**config.mk**
```make
export PLATFORM = sky130hd
export DESIGN_NAME = draw_rect
export DESIGN_NICKNAME = d
export VERILOG_FILES = /design/src/rtl/draw_rect.sv
export SDC_FILE = /design/constraint.sdc
export NUM_CORES = 1
export LEC_CHECK = 0
export BUFFER_PORTS_ARGS = -buffer_cell sky130_fd_sc_hd__buf_2
export CORE_MARGIN = 5
export CORE_UTILIZATION = 56
export DETAILED_ROUTE_END_ITERATION = 16
export PLACE_DENSITY_LB_ADDON = 0.2
export SYNTH_ARGS = -nofsm -noshare
export SYNTH_HDL_FRONTEND = slang
export SYNTH_SLANG_ARGS = --single-unit
```
**constraint.sdc**
```tcl
create_clock -name clock -period 2.95 [get_ports clock]
set_input_delay 0.59 -clock clock [delete_from_list [all_inputs] [get_ports clock]]
set_output_delay 0.59 -clock clock [all_outputs]
set_load 0.03 [all_outputs]
```
**src/rtl/draw_rect.sv**
```systemverilog
`default_nettype none
// +----------------------------------------------------------------------+
// | draw_rect: one-pixel-per-clock rectangle rasteriser (fill/outline,   |
// | screen-clipped) feeding the VGA adapter pixel-write port. Rev 1.0    |
// +----------------------------------------------------------------------+
module draw_rect #(
  parameter int X_WIDTH      = 9,
  parameter int Y_WIDTH      = 8,
  parameter int COLOUR_WIDTH = 3,
  parameter int SIZE_WIDTH   = 6,
  parameter int SCREEN_W     = 320,
  parameter int SCREEN_H     = 240
) (
  input  logic                    clock,
  input  logic                    reset,
  input  logic                    start,
  input  logic [X_WIDTH-1:0]      x,
  input  logic [Y_WIDTH-1:0]      y,
  input  logic [SIZE_WIDTH-1:0]   w,
  input  logic [SIZE_WIDTH-1:0]   h,
  input  logic [COLOUR_WIDTH-1:0] colour,
  input  logic                    mode,
  output logic                    busy,
  output logic                    done,
  output logic [X_WIDTH-1:0]      vga_x,
  output logic [Y_WIDTH-1:0]      vga_y,
  output logic [COLOUR_WIDTH-1:0] vga_colour,
  output logic                    vga_write
);

  typedef enum logic [1:0] {
    IDLE = 2'd0,
    DRAW = 2'd1,
    DONE = 2'd2
  } state_t;

  localparam logic [X_WIDTH:0]    c_screen_w = (X_WIDTH+1)'(SCREEN_W);
  localparam logic [Y_WIDTH:0]    c_screen_h = (Y_WIDTH+1)'(SCREEN_H);
  localparam logic [SIZE_WIDTH-1:0] c_one    = SIZE_WIDTH'(1);

  state_t                  state_q, state_d;
  logic [X_WIDTH-1:0]      x_q, x_d;
  logic [Y_WIDTH-1:0]      y_q, y_d;
  logic [SIZE_WIDTH-1:0]   w_q, w_d;
  logic [SIZE_WIDTH-1:0]   h_q, h_d;
  logic                    mode_q, mode_d;
  logic [SIZE_WIDTH-1:0]   col_q, col_d;
  logic [SIZE_WIDTH-1:0]   row_q, row_d;
  logic                    done_q, done_d;
  logic [X_WIDTH-1:0]      vga_x_q, vga_x_d;
  logic [Y_WIDTH-1:0]      vga_y_q, vga_y_d;
  logic [COLOUR_WIDTH-1:0] vga_colour_q, vga_colour_d;
  logic                    vga_write_q, vga_write_d;

  // One extra bit on the sums so off-screen pixels are detected, not wrapped.
  logic [X_WIDTH:0] sum_x;
  logic [Y_WIDTH:0] sum_y;
  logic             last_col, last_row, clipped, on_border;

  assign sum_x     = {1'b0, x_q} + (X_WIDTH+1)'(col_q);
  assign sum_y     = {1'b0, y_q} + (Y_WIDTH+1)'(row_q);
  assign last_col  = (col_q == w_q - c_one);
  assign last_row  = (row_q == h_q - c_one);
  assign clipped   = (sum_x >= c_screen_w) || (sum_y >= c_screen_h);
  assign on_border = (col_q == '0) || last_col || (row_q == '0) || last_row;

  always_comb begin
    state_d      = state_q;
    x_d          = x_q;
    y_d          = y_q;
    w_d          = w_q;
    h_d          = h_q;
    mode_d       = mode_q;
    col_d        = col_q;
    row_d        = row_q;
    vga_x_d      = vga_x_q;
    vga_y_d      = vga_y_q;
    vga_colour_d = vga_colour_q;
    done_d       = 1'b0;
    vga_write_d  = 1'b0;

    case (state_q)
      IDLE: begin
        if (start) begin
          x_d          = x;
          y_d          = y;
          w_d          = w;
          h_d          = h;
          mode_d       = mode;
          vga_colour_d = colour;
          col_d        = '0;
          row_d        = '0;
          state_d      = ((w != '0) && (h != '0)) ? DRAW : DONE;
        end
      end
      DRAW: begin
        vga_x_d     = sum_x[X_WIDTH-1:0];
        vga_y_d     = sum_y[Y_WIDTH-1:0];
        vga_write_d = !clipped && (!mode_q || on_border);
        if (last_col) begin
          col_d = '0;
          if (last_row) begin
            state_d = DONE;
          end else begin
            row_d = row_q + c_one;
          end
        end else begin
          col_d = col_q + c_one;
        end
      end
      DONE: begin
        done_d  = 1'b1;
        state_d = IDLE;
      end
      default: state_d = IDLE;
    endcase
  end

  always_ff @(posedge clock) begin
    if (reset) begin
      state_q      <= IDLE;
      x_q          <= '0;
      y_q          <= '0;
      w_q          <= '0;
      h_q          <= '0;
      mode_q       <= 1'b0;
      col_q        <= '0;
      row_q        <= '0;
      done_q       <= 1'b0;
      vga_x_q      <= '0;
      vga_y_q      <= '0;
      vga_colour_q <= '0;
      vga_write_q  <= 1'b0;
    end else begin
      state_q      <= state_d;
      x_q          <= x_d;
      y_q          <= y_d;
      w_q          <= w_d;
      h_q          <= h_d;
      mode_q       <= mode_d;
      col_q        <= col_d;
      row_q        <= row_d;
      done_q       <= done_d;
      vga_x_q      <= vga_x_d;
      vga_y_q      <= vga_y_d;
      vga_colour_q <= vga_colour_d;
      vga_write_q  <= vga_write_d;
    end
  end

  assign busy       = (state_q != IDLE);
  assign done       = done_q;
  assign vga_x      = vga_x_q;
  assign vga_y      = vga_y_q;
  assign vga_colour = vga_colour_q;
  assign vga_write  = vga_write_q;

endmodule
`default_nettype wire

```
### Word level (Yosys, flattened, before mapping)

Index checks and enable logic that the tools add are counted.

| operators by class | value |
|---|---|
| $add $sub $neg | 6 |
| multipliers | 0 |
| divide/modulo/power cells | 0 |
| $lt $le $gt $ge | 2 |
| equal/unequal tests | 8 |
| shift operators | 0 |
| multiplexer cells | 12 |
| bitwise gates (word level) | 1 |
| reductions and logical operators | 21 |

Operator list:

| operator | count |
|---|---|
| $mux 6 | 4 |
| $pmux 6 s2 | 2 |
| $add 6x1->6 const B | 2 |
| $eq 6x6->1 | 2 |
| $logic_not 6->1 | 2 |
| $reduce_bool 6->1 | 2 |
| $sub 6x1->6 const B | 2 |
| $add 9x6->10 | 1 |
| $ge 10x9->1 const B | 1 |
| $add 8x6->9 | 1 |
| $ge 9x8->1 const B | 1 |
| $mux 2 | 4 |
| $ne 2x2->1 const B | 4 |
| $logic_or 1x1->1 | 5 |
| $pmux 2 s2 | 1 |
| $reduce_and 2->1 | 2 |
| $reduce_and 4->1 | 1 |
| $reduce_bool 2->1 | 2 |
| $reduce_and 3->1 | 1 |
| $eq 2x1->1 const B | 1 |
| $eq 2x2->1 const B | 1 |
| $logic_and 1x1->1 | 2 |
| $logic_not 1->1 | 2 |
| $logic_not 2->1 | 1 |
| other kinds (3) | 3 |

| word-level totals | value |
|---|---|
| register bits after elaboration | 66 |
| latch bits | 0 |
| RAM bits | 0 |
| ROM bits | 0 |
| input port bits | 36 |
| output and inout bits | 23 |
| memories | 0 |

### Longest topological paths before layout

Gate-level depths: netlist of run 1.

| depth | value |
|---|---|
| depth in word-level cells | 7 |
| gate-level depth with buffers | 9 |
| mapped depth without buffers | 9 |

### Worst setup path before layout of run 1

OpenSTA, ideal clock, no wires.

| timing | value |
|---|---|
| kind | register -> register |
| start point | register col_q[0] |
| end point | register vga_write_q (netlist: vga_write) |
| data arrival time | 2,147 ps |
| required time | 2,858 ps |
| slack | 711 ps |
| cell stages (with the launch flop) | 9 |
| path buffers | 0 |
| clock period less this slack | 2,239 ps |
| cell sequence | dfxtp_1 ha_1 fa_1 a21oi_1 o21ai_0 o31ai_1 nand2_1 o211a_1 nor4_1 |

| on the way | value |
|---|---|
| word-level cells in the longest chain between the ends | 6 |
| elaborated cells between the ends (all ways) | 11 |

Ends and longest elaborated chain:

| what | line | source |
|---|---|---|
| start, declared | 47 | `logic [SIZE_WIDTH-1:0] col_q, col_d;` |
| start signal, assigned | 141 | `col_q <= col_d;` |
| parallel branches: the longest is 5 deep, another holds $add 9x6->10 | - |  |
| $logic_and 1x1->1 (*) | 99 | `vga_write_d = !clipped && (!mode_q \|\| on_border);` |
| end signal, assigned | 147 | `vga_write_q <= vga_write_d;` |
| end, declared | 53 | `logic vga_write_q, vga_write_d;` |

Every way passes the cells marked *.
A chain may end at the register's enable or synchronous reset.

### Final worst setup path of run 1

Same ends and word-level chain as after synthesis.

==> summary.md, run 1 <==
| Metric | Value |
|---|---|
| Fin crit period | 2.599 ns |
| Syn avg cell area | a little under 8 sq um |
| Input/output buffers | 58 |
| Final Hold Viols | 0 |
| Top Ports | 59 |
| Hold_buf cts | 0 |
| Routed wl met3 | 334 um |
| Worst skew pair latency | 0.35 ns |
| Grt total ovfl | 0 |
| Reg clk slew, reported paths | 0.07 ns |
| Wirelength, routed | 8.153 mm |
| Crit path launch | col_q[0] |
| Synth Flop Type | dfxtp_1 |
| Peak supply drop | ~440 uV |
| PD cells | 536.7 mW/mm^2 |
| Initial antenna violation count | 0 |
| Drt via density | 5.589 |
| Asr flop ratio synth | 0% |
| Final setup fails | 0 |
| Total GRT Usage | between 20% and 30% |
| Final GP Congestion | slightly above 0.8 |
| Slew Limit Fails | 0 |
| Clock sinks | 66 |
| R2R setup slack | between 0.3 and 0.4 ns |
| Die Ht | 88.80 um |
| Min-Delay Path Depth | 2 |
| Critical Path RT | around 3.2 ns |
| Met1 wire length | roughly 3.6 mm |
| Final-stage net count | 558 |
| Min-Delay Startpoint | vga_y[5] |
| # fillers | roughly 530 |
| H-tree Lvls | 3 |
| DRC | 0 |
| Nature of the critical path startpoint | flip-flop |
| Max_cap viols | 0 |
| Largest area contributor in the netlist | dfxtp_1 |
| Via count | 3253 |
| Slew HR | 55.02% |
| Wirelength per Cell | between 10 and 15 um |
| Core ar. | 0.005991 sq mm |
| Worst R2R Start | col_q[0] |
| Crit-path max FO | 7 |
| Synthesized Nets | 503 |
| Placement Cell Area | ~0.0038 sq mm |
| R2R Path End | vga_write |
| Seq/Total Area, Yosys | a little under two fifths |
| Iter 0 DRT Violations | 134 |
| Vias in the first global route | 3060 |
| Total Neg Setup Slack | 0 ns |
| Post-synth EDFFs | 0 |
| R2R depth | 8 |
| Area grow syn2layout | 15.76% |
| DIE WIDTH | roughly 89 um |
| Worst Setup End Kind | flip-flop |
| Setup Buffers After CTS | 0 |
| Setup CP Type | reg -> reg |
| TritonCTS clock tree | yes |
| Slew @ Worst Pin | approximately 0.67 ns |
| Share of cells above drive strength 1 | between 10% and 20% |
| First-pass GRT wire length | 13.72 mm |
| Post-DRT Antenna Nets | 0 |
| Warnings from Yosys | 0 |
| WL met2 | 4.049 mm |
| Top cells by area, synth | dfxtp_1 (38%), nand2_1 (12%), a21oi_1 (8.2%) |
| Initial Util | ~58% |
| Setup Skew | 0.006562 ns |
| Number of synthesized register bits | 66 |
| Clk buf depth | 2 |
| Share of the synthesized area in the top cell type | 38.00% |
| Yosys cell types | 47 |
| Largest net degree at the start of global routing | 27 |
| Leakage power total | 1.657 nW |
| Fmax achieved | 0.3848 GHz |
| Hold EP | vga_y[5] |
| DR top layer | met4 |
| Root Buffer | clkbuf_8 |
| Number of diodes | 0 |
| Status | finished, final reports clean |
| TritonRoute pass-1 iters | 4 |
| Design area | between 0.004 and 0.005 sq mm |
| Placed wire-length estimate | 6.045 mm |
| Tcrit/Tclk final | 88.09% |
| RSZ-0062 raised after global routing | false |
| CTS buffer count | 9 |
| Post-cts sizing count | 0 |
| Post-Syn Area | 0.003477 sq mm |
| Die footprint | roughly 0.008 sq mm |
| Site Rows | 28 |
| WP data arrival | 2.85 ns |
| Synth Instances | 447 |
| Hold Crit Class | reg -> reg |
synth_stat cells (2+ instances only):
cell	count
nand2_1	110
nor4_1	6
clkbuf_1	15
fa_1	2
o311ai_0	4
nor2_1	21
mux2i_1	2
nor3b_1	2
buf_2	2
buf_1	3
nor2b_1	3
ha_1	18
and2_1	3
a21oi_1	57
dfxtp_1	66
o211ai_1	7
nand3b_1	3
xor2_1	7
nor3_1	9
or4_1	4
a31oi_1	3
nand3_1	12
or2_2	4
a211oi_1	8
inv_1	18
o21a_1	3
xnor2_1	14
or3_1	3
nand2b_1	3
o211a_1	2
a21o_1	2
o21ai_0	16
per-layer routing:
metal / track usage [%] / vias to the layer above
met2: 38.80 / 58
met4: 7.967 / 0
met3: 6.052 / 15
met1: 25.64 / 1523
met5: 0 / -
li1: - / 1657
cell families (layout without fill, tap and decap cells):
logic type	count (synthesis)	after routing	share of synthesized area, %
mux	2	2	0.5758
buf+inv	39	99	4.318
xor+xnor	21	21	5.290
compound gates	112	112	20.04
flops	66	66	38.00
simple gates	187	187	24.15
fa+ha+maj	20	20	7.629
power breakdown:
part	internal [mW]	leakage (nW)	switching, mW
clock network	0.386	0.0873	0.359
logic	0.152	1.03	0.261
registers	0.950	0.539	0.0518
per-stage QoR:
stage / instances / worst slack (ns) / utilization [%] / power, mW / hold slack [ns]
after CTS: 582 / 0.3558 / 67.19 / 2.179 / 0.4547
after global placement: 566 / 0.5360 / 63.95 / 1.419 / 0.4389
after floorplan: 447 / 0.7107 / - / 1.307 / 0.4366
final: 582 / 0.3514 / 67.19 / 2.160 / 0.4503
after detailed placement: 566 / 0.3661 / 63.95 / 1.434 / 0.4446
after global routing: 582 / 0.1647 / 67.19 / 2.276 / 0.4635
area by class of cell:
type,count,area (sq um),area share (%)
timing repair buffer,65,342.8,8.517
clock inverter,7,70.07,1.741
clock buffer,9,123.9,3.077
tap,75,93.84,2.331
inverter,18,67.56,1.679
multi-input combinational,342,2006,49.83
sequential,66,1321,32.83
registers in the layout (all words and copies together), names as in the netlist:
signal,cells
col_q,6
done,1
h_q,6
mode_q,1
row_q,6
state_q,2
vga_colour,3
vga_write,1
vga_x,9
vga_y,8
w_q,6
x_q,9
y_q,8
worst max path at each step:
| stage | to |
|---|---|
| final | vga_write |
| after global placement | vga_write |
| after CTS | vga_write |
| after global routing | vga_write |
| after floorplan | vga_write |
| after detailed placement | vga_write |
layout by cell type (no fill, tap or decap), types with 9 or more instances in the layout:
master / synthesis / routed
o21ai_0: 16 / 16
ha_1: 18 / 18
buf_2: 2 / 58
xnor2_1: 14 / 14
clkbuf_8: 0 / 9
nor3_1: 9 / 9
a21oi_1: 57 / 57
nand3_1: 12 / 12
dfxtp_1: 66 / 66
nand2_1: 110 / 110
nor2_1: 21 / 21
inv_1: 18 / 18
critical path: stages, from the launching register on:
cell     delay, ns
dfxtp_1       0.38
ha_1          0.24
fa_1          0.41
a21oi_1       0.22
o21ai_0       0.14
o31ai_1       0.57
nand2_1       0.12
o211a_1       0.16
nor4_1        0.26
Power figures use the tool's default switching activity.
==> run 2: changes to the inputs <==
--- a/config.mk
+++ b/config.mk
@@ -10,6 +10,8 @@
 export CORE_UTILIZATION = 56
 export DETAILED_ROUTE_END_ITERATION = 16
 export PLACE_DENSITY_LB_ADDON = 0.2
+export RECOVER_POWER = 50
+export SETUP_SLACK_MARGIN = 0.15
 export SYNTH_ARGS = -nofsm -noshare
 export SYNTH_HDL_FRONTEND = slang
 export SYNTH_SLANG_ARGS = --single-unit
==> constraint.sdc (replaced) <==
create_clock -name clock -period 2.95 [get_ports clock]
set_input_delay 0.1475 -clock clock [delete_from_list [all_inputs] [get_ports clock]]
set_output_delay 0.1475 -clock clock [all_outputs]
set_load 0.03 [all_outputs]
==> summary.md, run 2 (same netlist as run 1, synthesis figures left out) <==
| Metric | Value |
|---|---|
| Status | complete, but fails checks |
| Violated checks | capacitance limit, slew limit |
| Commonest non-fill, non-tap cells in the layout | nand2_1 (110), dfxtp_1 (66), a21oi_1 (57) |
| Post-cts sizing count | 0 (unchanged) |
| Finished Core Util | 66.56% (-0.63 points) |
| Initial antenna violation count | 0 (unchanged) |
| Fin crit period | 2.551 ns (-0.04710 ns) |
| # fillers | 546 (+3.2%) |
| Site Rows | 28 (unchanged) |
| Initial Util | 58.04% (unchanged) |
| PD cells | 546.9 mW/mm^2 (+1.9%) |
| Nature of the critical path startpoint | flip-flop |
| Top Ports | 59 (unchanged) |
| Peak supply drop | 403.5 uV (-7.3%) |
| Slew @ Worst Pin | 1.892 ns (+1.223 ns) |
| Max_cap viols | 1 (+1) |
| Leakage power total | 1.556 nW (-6.1%) |
| Placement Cell Area | 0.003816 sq mm (-0.39%) |
| R2R depth | 8 (unchanged) |
| Number of diodes | 0 (unchanged) |
| H-tree Lvls | 3 (unchanged) |
| Setup Skew | 0.007755 ns (+0.001193 ns) |
| CTS buffer count | 9 (unchanged) |
| Input/output buffers | 58 (unchanged) |
| Slew Limit Fails | 46 (+46) |
| Worst skew pair latency | 0.34 ns (about the same) |
| Dpl ws | 0.4485 ns (+0.08235 ns) |
| Setup CP Type | reg -> reg |
| Final GP Congestion | 0.8204 (+1.8%) |
| Placed wire-length estimate | 5.908 mm (-2.3%) |
| Total GRT Usage | 22.14% (+0.030 points) |
| Total power | 2.181 mW (+0.96%) |
| Total Neg Setup Slack | 0 ns (unchanged) |
| Slew HR | -26.16% (-81 points) |
| Core ar. | 0.005991 sq mm (unchanged) |
| Root Buffer | clkbuf_8 |
| Iter 0 DRT Violations | 139 (+3.7%) |
| Min-Delay Path Depth | 3 (+1) |
| Wirelength per Cell | 13.73 um (-2.0%) |
| Grt total ovfl | 0 (unchanged) |
| TritonRoute pass-1 iters | 4 (unchanged) |
| Final Hold Viols | 0 (unchanged) |
| Design area | 0.003988 sq mm (-0.93%) |
| Hold_buf cts | 0 (unchanged) |
| DIE WIDTH | 88.80 um (unchanged) |
| Hold Crit Class | in -> reg |
| Vias in the first global route | 3143 (+2.7%) |
| Die footprint | 0.007885 sq mm (unchanged) |
| Critical Path RT | 3.20 ns (about the same) |
| Setup ws final | 0.3985 ns (+0.04710 ns) |
| RSZ-0062 raised after global routing | false |
| Fmax achieved | 0.3919 GHz (+1.8%) |
| Final-stage net count | 556 (-0.36%) |
| Post-DRT Antenna Nets | 0 (unchanged) |
| Largest net degree at the start of global routing | 46 (+70%) |
| Setup Buffers After CTS | 0 (unchanged) |
| Die Ht | 88.80 um (unchanged) |
| Worst Setup End Kind | flip-flop |
| DRC | 0 (unchanged) |
| Tcrit/Tclk final | 86.49% (-1.6 points) |
| Wirelength, routed | 7.965 mm (-2.3%) |
| Reg clk slew, reported paths | 0.07 ns (about the same) |
| Area grow syn2layout | 14.68% |
| Share of cells above drive strength 1 | 12.08% (-5.5 points) |
| WP data arrival | 2.80 ns (-0.05 ns) |
| First-pass GRT wire length | 13.74 mm (+0.15%) |
| Crit-path max FO | 7 (unchanged) |
| TritonCTS clock tree | yes |
| Drt via density | 5.503 (-1.5%) |
| Via count | 3192 (-1.9%) |
| Commonest non-fill, non-tap cell in the layout | nand2_1 |
| Clock sinks | 66 (unchanged) |
| Clk buf depth | 2 (unchanged) |
| Final setup fails | 0 (unchanged) |
[run 2: cell types whose count changed in the layout (fill, tap and decap cells not counted), sizes merged]
cell | previous run | this run
clkinvlp | 4 | 2
buf | 65 | 38
clkinv | 2 | 1
clkbuf | 9 | 37
[run 2: metrics by stage]
step	std cells	hold slack (ns)
global route	580	0.03501
detailed placement	564	0.3944
finish	580	0.03965
global placement	564	0.3874
floorplan	447	0.2835
CTS	580	0.03040
[run 2: worst max-delay path, stage by stage, from the launching register on]
cell and delay (ns):
dfxtp_1 0.38, ha_1 0.24, fa_1 0.41, a21oi_1 0.22, o21ai_0 0.14, o31ai_1 0.56, nand2_1 0.10, o211a_1 0.15
nor4_1 0.27
[run 2: per-layer routing]
metal	up-vias	share of wire (%)	routed length (um)	GRT usage [%]
met5	-	0	0	0
met4	0	2.3	187	10.30
met3	18	4.1	326	3.911
met2	55	49	3924	37.79
met1	1469	44	3526	26.94
li1	1650	-	-	-
[run 2: layout make-up]
cell class	count	area, sq um	share of cell area [%]
Timing Repair Buffer	63	294.0	7.374
Inverter	18	67.56	1.694
Multi-Input combinational cell	342	2006	50.30
Tap cell	75	93.84	2.353
Sequential cell	66	1321	33.13
Clock inverter	4	50.05	1.255
Clock buffer	12	155.1	3.891
[run 2: power breakdown]
group	leakage, nW	switching (mW)	internal, mW
combinational	0.919	0.255	0.143
sequential	0.539	0.0520	0.950
clock	0.0986	0.345	0.435
total	1.56	0.653	1.53
[run 2: path summary, 6_finish.rpt]
check | from | endpoint | slack, ns
worst min-delay path | x[2] | x_q[2] | 0.04
worst max-delay path | col_q[0] | vga_write | 0.40
worst max register to register | col_q[0] | vga_write | 0.40
worst min register to register | vga_y[6] | vga_y[6] | 0.45
==> run 3: changes to the inputs <==
--- a/config.mk
+++ b/config.mk
@@ -5,10 +5,9 @@
 export SDC_FILE = /design/constraint.sdc
 export NUM_CORES = 1
 export LEC_CHECK = 0
-export BUFFER_PORTS_ARGS = -buffer_cell sky130_fd_sc_hd__buf_2
-export CORE_MARGIN = 5
-export CORE_UTILIZATION = 56
+export CORE_UTILIZATION = 60
 export DETAILED_ROUTE_END_ITERATION = 16
+export DONT_BUFFER_PORTS = 1
 export PLACE_DENSITY_LB_ADDON = 0.2
 export RECOVER_POWER = 50
 export SETUP_SLACK_MARGIN = 0.15
==> summary.md, run 3 (same netlist as run 1, synthesis figures left out) <==
| Metric | Value |
|---|---|
| DRC | 0 (unchanged) |
| PD cells | 554.3 mW/mm^2 (+1.3%) |
| Wirelength, routed | 8.293 mm (+4.1%) |
| Leakage power total | 1.556 nW (about the same) |
| Clock sinks | 66 (unchanged) |
| Wirelength per Cell | 14.97 um (+9.0%) |
| Clk buf depth | 2 (unchanged) |
| Die footprint | 0.006104 sq mm (-23%) |
| Setup CP Type | reg -> reg |
| Slew @ Worst Pin | 1.139 ns (-0.7539 ns) |
| Total GRT Usage | 29.03% (+6.9 points) |
| Number of diodes | 0 (unchanged) |
| Fmax achieved | 0.3907 GHz (-0.31%) |
| Total Neg Setup Slack | 0 ns (unchanged) |
| R2R depth | 8 (unchanged) |
| Final-stage net count | 533 (-4.1%) |
| Placed wire-length estimate | 5.346 mm (-9.5%) |
| Input/output buffers | 0 (-100%) |
| Area grow syn2layout | 18.14% |
| Total power | 2.277 mW (+4.4%) |
| Min-Delay Startpoint | start |
| Share of cells above drive strength 1 | 5.602% (-6.5 points) |
| R2R Path End | vga_write |
| Crit-path max FO | 7 (unchanged) |
| Slew Limit Fails | 0 (-100%) |
| Core ar. | 0.005540 sq mm (-7.5%) |
| Top Ports | 59 (unchanged) |
| Commonest non-fill, non-tap cell in the layout | nand2_1 |
| Reg clk slew, reported paths | 0.08 ns (about the same) |
| Post-cts sizing count | 0 (unchanged) |
| Hold EP | state_q[1] |
| TritonCTS clock tree | yes |
| Worst R2R Start | col_q[0] |
| Initial Util | 62.76% (+4.7 points) |
| Site Rows | 27 (-3.6%) |
| Die Ht | 78.13 um (-12%) |
| Fin crit period | 2.559 ns (+0.007996 ns) |
| Grt total ovfl | 0 (unchanged) |
| First-pass GRT wire length | 13.81 mm (+0.55%) |
| Nature of the critical path startpoint | flip-flop |
| Post-DRT Antenna Nets | 0 (unchanged) |
| CTS buffer count | 9 (unchanged) |
| DIE WIDTH | 78.13 um (-12%) |
| Commonest non-fill, non-tap cells in the layout | nand2_1 (110), dfxtp_1 (66), a21oi_1 (57) |
| Initial antenna violation count | 0 (unchanged) |
| Max_cap viols | 0 (-1) |
| Via count | 3189 (-0.094%) |
| Peak supply drop | 500.2 uV (+24%) |
| Root Buffer | clkbuf_8 |
| Largest net degree at the start of global routing | 61 (+33%) |
| Status | finished, final reports clean |
| TritonRoute pass-1 iters | 4 (unchanged) |
| Hold Crit Class | in -> reg |
| Vias in the first global route | 3113 (-0.95%) |
| Worst Setup End Kind | flip-flop |
| Drt via density | 5.756 (+4.6%) |
| Min-Delay Path Depth | 2 (-1) |
| Iter 0 DRT Violations | 185 (+33%) |
| Tcrit/Tclk final | 86.76% (+0.27 points) |
| H-tree Lvls | 3 (unchanged) |
| Critical Path RT | 3.22 ns (+0.02 ns) |
| Final Hold Viols | 0 (unchanged) |
| WP data arrival | 2.83 ns (+0.03 ns) |
| RSZ-0062 raised after global routing | false |
| Final GP Congestion | 0.8109 (-1.2%) |
| Slew HR | 24.10% (+50 points) |
| Setup Skew | 0.01235 ns (+0.004599 ns) |
| Final setup fails | 0 (unchanged) |
| Worst skew pair latency | 0.35 ns (about the same) |
| R2R setup slack | 0.39 ns (about the same) |
==> run 3: worst max path at each step <==
stage / slack (ns) / from / cells after the start / endpoint
5_1_grt: 0.16 / col_q[0] / 8 / vga_write
2_1_floorplan: 0.71 / col_q[0] / 8 / vga_write
4_1_cts: 0.38 / col_q[0] / 8 / vga_write
3_3_place_gp: 0.53 / col_q[0] / 8 / vga_write
3_5_place_dp: 0.38 / col_q[0] / 8 / vga_write
6_report: 0.39 / col_q[0] / 8 / vga_write
==> run 3: where the power goes <==
group / leakage, nW / switching [mW] / internal [mW]
Combinational: 0.907 / 0.211 / 0.150
Sequential: 0.539 / 0.0942 / 0.950
Clock: 0.111 / 0.389 / 0.483
Total: 1.56 / 0.694 / 1.58
==> run 3: final cells by class <==
cell class,count,area [sq um]
multi-input combinational,342,2006
fill,429,1433
sequential,66,1321
timing repair buffer,40,400.4
clock buffer,9,123.9
clock inverter,7,98.84
tap,72,90.09
inverter,18,67.56
==> run 3: what timing repair did <==
action | CTS | global route
setup buffers | 0 | 0
endpoints found under the hold margin | 60 | 0
hold buffers | 36 | 0
==> run 3: worst max-delay path, cell delays in order (launching register included) <==
cell and delay, ns:
dfxtp_1 0.38, ha_1 0.24, fa_1 0.41, a21oi_1 0.23, o21ai_0 0.15, o31ai_1 0.59, nand2_1 0.11, o211a_1 0.16
nor4_1 0.24
==> run 3: layer usage <==
layer | track usage [%] | routed length [um] | vias up
met2 | 51.67 | 4163 | 93
met5 | 0 | 0 | -
met4 | 14.63 | 187 | 0
met3 | 4.419 | 318 | 20
met1 | 33.65 | 3623 | 1466
li1 | - | - | 1610
==> run 3: stage by stage <==
step	utilization [%]	cell area, sq um	instances	hold WS, ns	worst slack (ns)
3_3_place_gp	63.44	3515	502	0.2201	0.5317
3_5_place_dp	63.44	3515	502	0.2218	0.3793
4_1_cts	74.28	4115	554	0.01932	0.3786
5_1_grt	74.14	4108	554	0.04563	0.1619
6_report	74.14	4108	554	0.03150	0.3905
2_1_floorplan	-	3477	447	0.2835	0.7107
